--- config.mk ---
export PLATFORM = sky130hd
export DESIGN_NAME = datapath_gen
export DESIGN_NICKNAME = d
export VERILOG_FILES = /design/src/rtl/datapath_gen.sv
export SDC_FILE = /design/constraint.sdc
export NUM_CORES = 1
export LEC_CHECK = 0
export ABC_AREA = 0
export CAP_MARGIN = 30
export CORE_ASPECT_RATIO = 0.6
export CORE_MARGIN = 4
export CORE_UTILIZATION = 40
export CTS_BUF_LIST = sky130_fd_sc_hd__clkbuf_8
export DETAILED_ROUTE_END_ITERATION = 10
export SYNTH_ARGS = -nofsm -noshare
export SYNTH_HDL_FRONTEND = slang
export SYNTH_SLANG_ARGS = --single-unit
--- constraint.sdc ---
create_clock -name CLK -period 9.8 [get_ports CLK]
set_clock_uncertainty 0.2 [all_clocks]
set_input_delay 1.47 -clock CLK [delete_from_list [all_inputs] [get_ports CLK]]
set_output_delay 1.47 -clock CLK [all_outputs]
set_load 0.05 [all_outputs]
--- src/rtl/datapath_gen.sv ---
// Width-generic 6502-style datapath: register file, ALU with NZCV flags, PC with
// two-cycle page-crossing relative branch, stack pointer with sticky wrap error.
module datapath_gen #(
  parameter int              DW      = 8,
  parameter int              AW      = 16,
  parameter int              NREG    = 4,
  parameter logic [AW-1:0]   PC_INIT = '0,
  parameter logic [DW-1:0]   SP_INIT = '1,
  parameter int              SP_PAGE = 1,
  localparam int             RW      = $clog2(NREG)
) (
  input  logic          CLK,
  input  logic          RES,
  input  logic [DW-1:0] DB_IN,
  input  logic          IR_WE,
  input  logic [1:0]    PC_CTRL,
  input  logic [RW-1:0] REG_SEL,
  input  logic          REG_WE,
  input  logic [1:0]    REG_SRC,
  input  logic          T_WE,
  input  logic [2:0]    ALU_OP,
  input  logic          FLAG_WE,
  input  logic [1:0]    SP_CTRL,
  input  logic [1:0]    AB_SRC,
  input  logic [2:0]    DB_OUT_SRC,
  output logic [DW-1:0] INSTR,
  output logic [3:0]    FLAG,
  output logic [AW-1:0] AB,
  output logic [DW-1:0] DB_OUT,
  output logic          BUSY,
  output logic          SP_ERR
);

  localparam int HW  = AW - DW;
  localparam int DW1 = DW + 1;
  localparam logic [HW-1:0] STK_PAGE = HW'(SP_PAGE);

  typedef enum logic {IDLE, FIX} state_t;

  state_t          state_q, state_d;
  logic            fwd_q, fwd_d;
  logic [AW-1:0]   pc_q, pc_d;
  logic [DW-1:0]   sp_q, sp_d;
  logic            sp_err_q, sp_err_d;
  logic [DW-1:0]   t_q, instr_q;
  logic [3:0]      flag_q, flag_d;
  logic [AW-1:0]   ab_q, ab_d;
  logic [DW-1:0]   regs_q [NREG];

  logic [DW-1:0]   a_op, alu_res, reg_wdata, stk_sp;
  logic            alu_c, alu_v;
  logic [DW:0]     sum, br_sum;
  logic            br_cross;

  // ALU: A = reg[REG_SEL], B = T; flag_q is {N,Z,C,V}
  always_comb begin
    a_op    = regs_q[REG_SEL];
    sum     = '0;
    alu_res = a_op;
    alu_c   = flag_q[1];
    alu_v   = flag_q[0];
    case (ALU_OP)
      3'd0: begin
        sum     = {1'b0, a_op} + {1'b0, t_q} + DW1'(flag_q[1]);
        alu_res = sum[DW-1:0];
        alu_c   = sum[DW];
        alu_v   = (a_op[DW-1] == t_q[DW-1]) && (alu_res[DW-1] != a_op[DW-1]);
      end
      3'd1: begin
        // A + ~B + C: carry out set means no borrow
        sum     = {1'b0, a_op} + {1'b0, ~t_q} + DW1'(flag_q[1]);
        alu_res = sum[DW-1:0];
        alu_c   = sum[DW];
        alu_v   = (a_op[DW-1] != t_q[DW-1]) && (alu_res[DW-1] != a_op[DW-1]);
      end
      3'd2: alu_res = a_op & t_q;
      3'd3: alu_res = a_op | t_q;
      3'd4: alu_res = a_op ^ t_q;
      3'd5: begin
        alu_res = {a_op[DW-2:0], 1'b0};
        alu_c   = a_op[DW-1];
      end
      3'd6: begin
        alu_res = {1'b0, a_op[DW-1:1]};
        alu_c   = a_op[0];
      end
      default: alu_res = a_op;
    endcase
    flag_d = FLAG_WE ? {alu_res[DW-1], (alu_res == '0), alu_c, alu_v} : flag_q;
  end

  // A page is crossed when the low-byte carry disagrees with the offset sign.
  assign br_sum   = {1'b0, pc_q[DW-1:0]} + {1'b0, t_q};
  assign br_cross = (br_sum[DW] != t_q[DW-1]);

  always_comb begin
    state_d = state_q;
    fwd_d   = fwd_q;
    pc_d    = pc_q;
    if (state_q == FIX) begin
      pc_d[AW-1:DW] = fwd_q ? pc_q[AW-1:DW] + HW'(1) : pc_q[AW-1:DW] - HW'(1);
      state_d       = IDLE;
    end else begin
      case (PC_CTRL)
        2'b01: pc_d = pc_q + AW'(1);
        2'b10: pc_d = AW'({DB_IN, t_q});
        2'b11: begin
          pc_d[DW-1:0] = br_sum[DW-1:0];
          if (br_cross) begin
            state_d = FIX;
            fwd_d   = ~t_q[DW-1];
          end
        end
        default: ;
      endcase
    end
  end

  // Stack: push addresses with the old SP, pop with the new one
  always_comb begin
    sp_d     = sp_q;
    sp_err_d = sp_err_q;
    stk_sp   = sp_q;
    case (SP_CTRL)
      2'b01: begin
        sp_d = sp_q - DW'(1);
        if (sp_q == '0) sp_err_d = 1'b1;
      end
      2'b10: begin
        sp_d   = sp_q + DW'(1);
        stk_sp = sp_d;
        if (sp_q == '1) sp_err_d = 1'b1;
      end
      2'b11: sp_d = regs_q[REG_SEL];
      default: ;
    endcase
  end

  always_comb begin
    case (AB_SRC)
      2'b00:   ab_d = pc_d;
      2'b01:   ab_d = AW'({DB_IN, t_q});
      2'b10:   ab_d = {STK_PAGE, stk_sp};
      default: ab_d = ab_q;
    endcase
    case (REG_SRC)
      2'b00:   reg_wdata = DB_IN;
      2'b01:   reg_wdata = alu_res;
      2'b10:   reg_wdata = t_q;
      default: reg_wdata = sp_q;
    endcase
    case (DB_OUT_SRC)
      3'd0:    DB_OUT = regs_q[REG_SEL];
      3'd1:    DB_OUT = t_q;
      3'd2:    DB_OUT = pc_q[DW-1:0];
      3'd3:    DB_OUT = DW'(pc_q[AW-1:DW]);
      3'd4:    DB_OUT = DW'(flag_q);
      default: DB_OUT = '0;
    endcase
  end

  always_ff @(posedge CLK or posedge RES) begin
    if (RES) begin
      state_q <= IDLE;
      fwd_q   <= 1'b0;
    end else begin
      state_q <= state_d;
      fwd_q   <= fwd_d;
    end
  end

  always_ff @(posedge CLK or posedge RES) begin
    if (RES) begin
      pc_q     <= PC_INIT;
      sp_q     <= SP_INIT;
      sp_err_q <= 1'b0;
      t_q      <= '0;
      instr_q  <= '0;
      flag_q   <= '0;
      ab_q     <= '0;
      for (int i = 0; i < NREG; i++) regs_q[i] <= '0;
    end else begin
      pc_q     <= pc_d;
      sp_q     <= sp_d;
      sp_err_q <= sp_err_d;
      flag_q   <= flag_d;
      ab_q     <= ab_d;
      if (T_WE)   t_q              <= DB_IN;
      if (IR_WE)  instr_q          <= DB_IN;
      if (REG_WE) regs_q[REG_SEL]  <= reg_wdata;
    end
  end

  assign INSTR  = instr_q;
  assign FLAG   = flag_q;
  assign AB     = ab_q;
  assign BUSY   = (state_q == FIX);
  assign SP_ERR = sp_err_q;

endmodule

==> impl_metrics.toml <==
[sta]
fmax_mhz = 156
tightest_slew_ps = 865
relSlewSlack_pct = 41.8
rsz0062_at_grt = "false"
setup-tns-final_ps = 0
setup_viol_count_final = 0
period_minus_slack_ps = 6420
slew_violations = 0
finalHoldViolCount = 0
fin_hold_ws_ps = 279
setup_slack_ps = 3380
min_period_over_period_pct = 65.5

[synth]
netlist_instances = 894
ys_ff_latch = 95
ys_seq_area_share_pct = 30.9
synth_edf_count = 0
synth_nets = 987
yosysWarnings = 0
yosysTopAreaCellShare_pct = 28.2
yosysUniqueCellTypes = 74
synth_top_flop_cell = "dfrtp_1"
synthTopCellsByArea = "dfrtp_1 28%, ha_1 9.2%, o21ai_0 5.0%"
synthArstFlopShare_pct = 100
synth_area_leader_cell = "dfrtp_1"
avgSynthCellArea_um2 = 8.65
syn_area_um2 = 7730

[clock_network]
clk_path_buf_depth = 2
insertion_delay_ps = 410
numCtsBuffers = 9
cts.clk_slew.worst_paths_ps = 110
cts_tree = "yes"
clock-root-buffer = "clkbuf_8"
hold_buffers = 0
htreeDepth = 3
cts.sinks = 95
cts_resized = 0
cts_setup_buffers = 0

[setup_path]
worstSetupPathType = "input port to primary output"
cp.required_ps = 8130
critPathMaxFanout = 17
cp_slowest_cell = "clkdlybuf4s50_1"
cp-end-kind = "primary output"
slowest_delay_ps = 1040
crit_family = "buffers and inverters"
cp_num_buf_inv = 3
cp.arrival_ps = 4750
crit_path_start_kind = "input port"
crit_chain = "clkdlybuf4s50_1 -> mux2i_1 -> mux2i_1 -> inv_1 -> nor2_1 -> a21oi_1 -> o22ai_1 -> clkdlybuf4s50_1"

[route]
vias_per_cell = 6.25
drt_iter0_drc = 1103
wl_per_cell_um = 22.8
wl_um = 26800
vias = 7337
dr.pass1.iters = 5
ant_nets = 0
drc = 0

[power_and_ir_drop]
power_frac_seq_pct = 33.4
power_frac_comb_pct = 53.5
p_sw_w = 0.000990
power_density_nw_per_um2 = 232
clkPwrFrac_pct = 13.0
internal_power_w = 0.00103
worst_ir_drop_vdd_mv = 0.100
swShare_pct = 49.0
leakagePower_nw = 3.63

[final_layout]
final_cell_mix = "87 x dfrtp_1, 83 x nand2_1, 78 x o21ai_0, 75 x nor2_1"
drive_above_1_share_pct = 8.94
stdcell_area_um2 = 8700
antenna_cells = 0
syn2layout_area_growth_pct = 12.5
layout_commonest_cell = "dfrtp_1"
final_nets = 1016

[placement]
post_dp_cell_area_um2 = 8520
gp_congestion = 0.955
dp_slack_ps = 3380
portBuffers = 67
dp.final_hpwl_um = 20200

[floorplanning]
start_util_pct = 40.7
die-area_um2 = 21700
fp.dieH_um = 116
coreArea_um2 = 19000
pin_count = 68
num_rows = 39
die_w_um = 188

[global_routing]
grt.overflow.total = 0
antenna_found_initial = 0
grt.total_usage_pct = 24.9
grt_pass1_vias = 6673
grt_max_degree = 61
grt_pass1_wl_um = 41400

[outcome]
status = "complete, no violations"

[worst_hold_path]
min_path_type = "register to register"

[job]
drv_cap = 0
## logic make-up after synthesis
kind of cell               count (synthesis)  share of synthesized area [%]
AOI/OAI and AO/OA                        278                           23.6
xor gates and xnor gates                  26                           2.94
adders and majority gates                 63                           10.8
buffers and inverters                    110                           5.60
DFF                                       95                           30.9
muxes                                     53                           9.48
and+or+nand+nor                          269                           16.7
## through the flow
stage | cells | total power [W] | util [%]
2_1_floorplan | 894 | 0.00139 | -
3_3_place_gp | 1158 | 0.00173 | 44.9
3_5_place_dp | 1158 | 0.00173 | 44.9
4_1_cts | 1174 | 0.00199 | 45.8
5_1_grt | 1174 | 0.00215 | 45.8
6_report | 1174 | 0.00202 | 45.8
## path summary, 6_finish.rpt
| kind | start | endpoint | slack (ps) | cells after the start |
|---|---|---|---|---|
| min in group asynchronous | RES | FLAG[3] | 1230 | 2 |
| min reg2reg | SP_ERR | SP_ERR | 280 | 1 |
| min | SP_ERR | SP_ERR | 280 | 1 |
| max | REG_SEL[1] | DB_OUT[0] | 3380 | 8 |
| max reg2reg | regs_q[0] | regs_q[20] | 5770 | 13 |
| max in group asynchronous | RES | regs_q[26] | 6980 | 3 |
## layer usage
layer	part of all wire, %	GRT usage (%)	vias up
met5	0	0	-
met4	1.4	5.67	0
met1	49	40.3	3523
li1	-	-	3341
met2	35	29.9	449
met3	14	9.54	24
## flip-flops by register name (all words and copies together), names as in the netlist
name	flops
AB	16
BUSY	1
FLAG	4
INSTR	8
SP_ERR	1
fwd_q	1
pc_q	16
regs_q	32
sp_q	8
t_q	8
## power by group through the flow
stage          registers [W]  logic, W  clock network, W
2_1_floorplan       0.000680  0.000710                 0
3_3_place_gp        0.000676   0.00105                 0
3_5_place_dp        0.000672   0.00105                 0
4_1_cts             0.000667   0.00106          0.000269
5_1_grt             0.000692   0.00117          0.000283
6_report            0.000676   0.00108          0.000263
## layout make-up
type	count	area, um2
multi-input cells	689	4910
repair buffers	70	693
clock buffers	9	124
well taps	246	308
inverters	58	220
flip-flops and latches	95	2390
clock inverters	7	53.8
fillers	1837	10300
## synthesized netlist by cell type, drive strengths merged, types with 4 or more instances
master	count
a211oi	12
a21o	6
a21oi	67
a221o	5
a221oi	13
a222oi	9
a22o	4
a22oi	6
a31oi	11
and3	8
buf	11
clkbuf	41
dfrtp	87
dfstp	8
fa	6
ha	57
inv	56
mux2	26
mux2i	14
mux4	13
nand2	83
nand2b	9
nand3	19
nand3b	6
nand4	5
nor2	75
nor2b	16
nor3	17
nor3b	4
nor4	5
o211ai	6
o21ai	80
o21bai	4
o221a	5
o221ai	8
o22ai	10
o31ai	5
or2	4
or3	4
xnor2	20
xor2	6
## worst reg2reg max path: stages (launching register included)
cell	delay, ps
dfrtp_1	380
mux2i_1	100
mux2i_1	460
inv_1	210
fa_1	460
inv_1	90
fa_1	230
a211oi_1	130
or3_1	380
and4_1	210
o32a_1	370
mux2_2	280
o21ai_1	260
o21ai_0	120
Note: power is estimated with default switching activity, not from simulation.
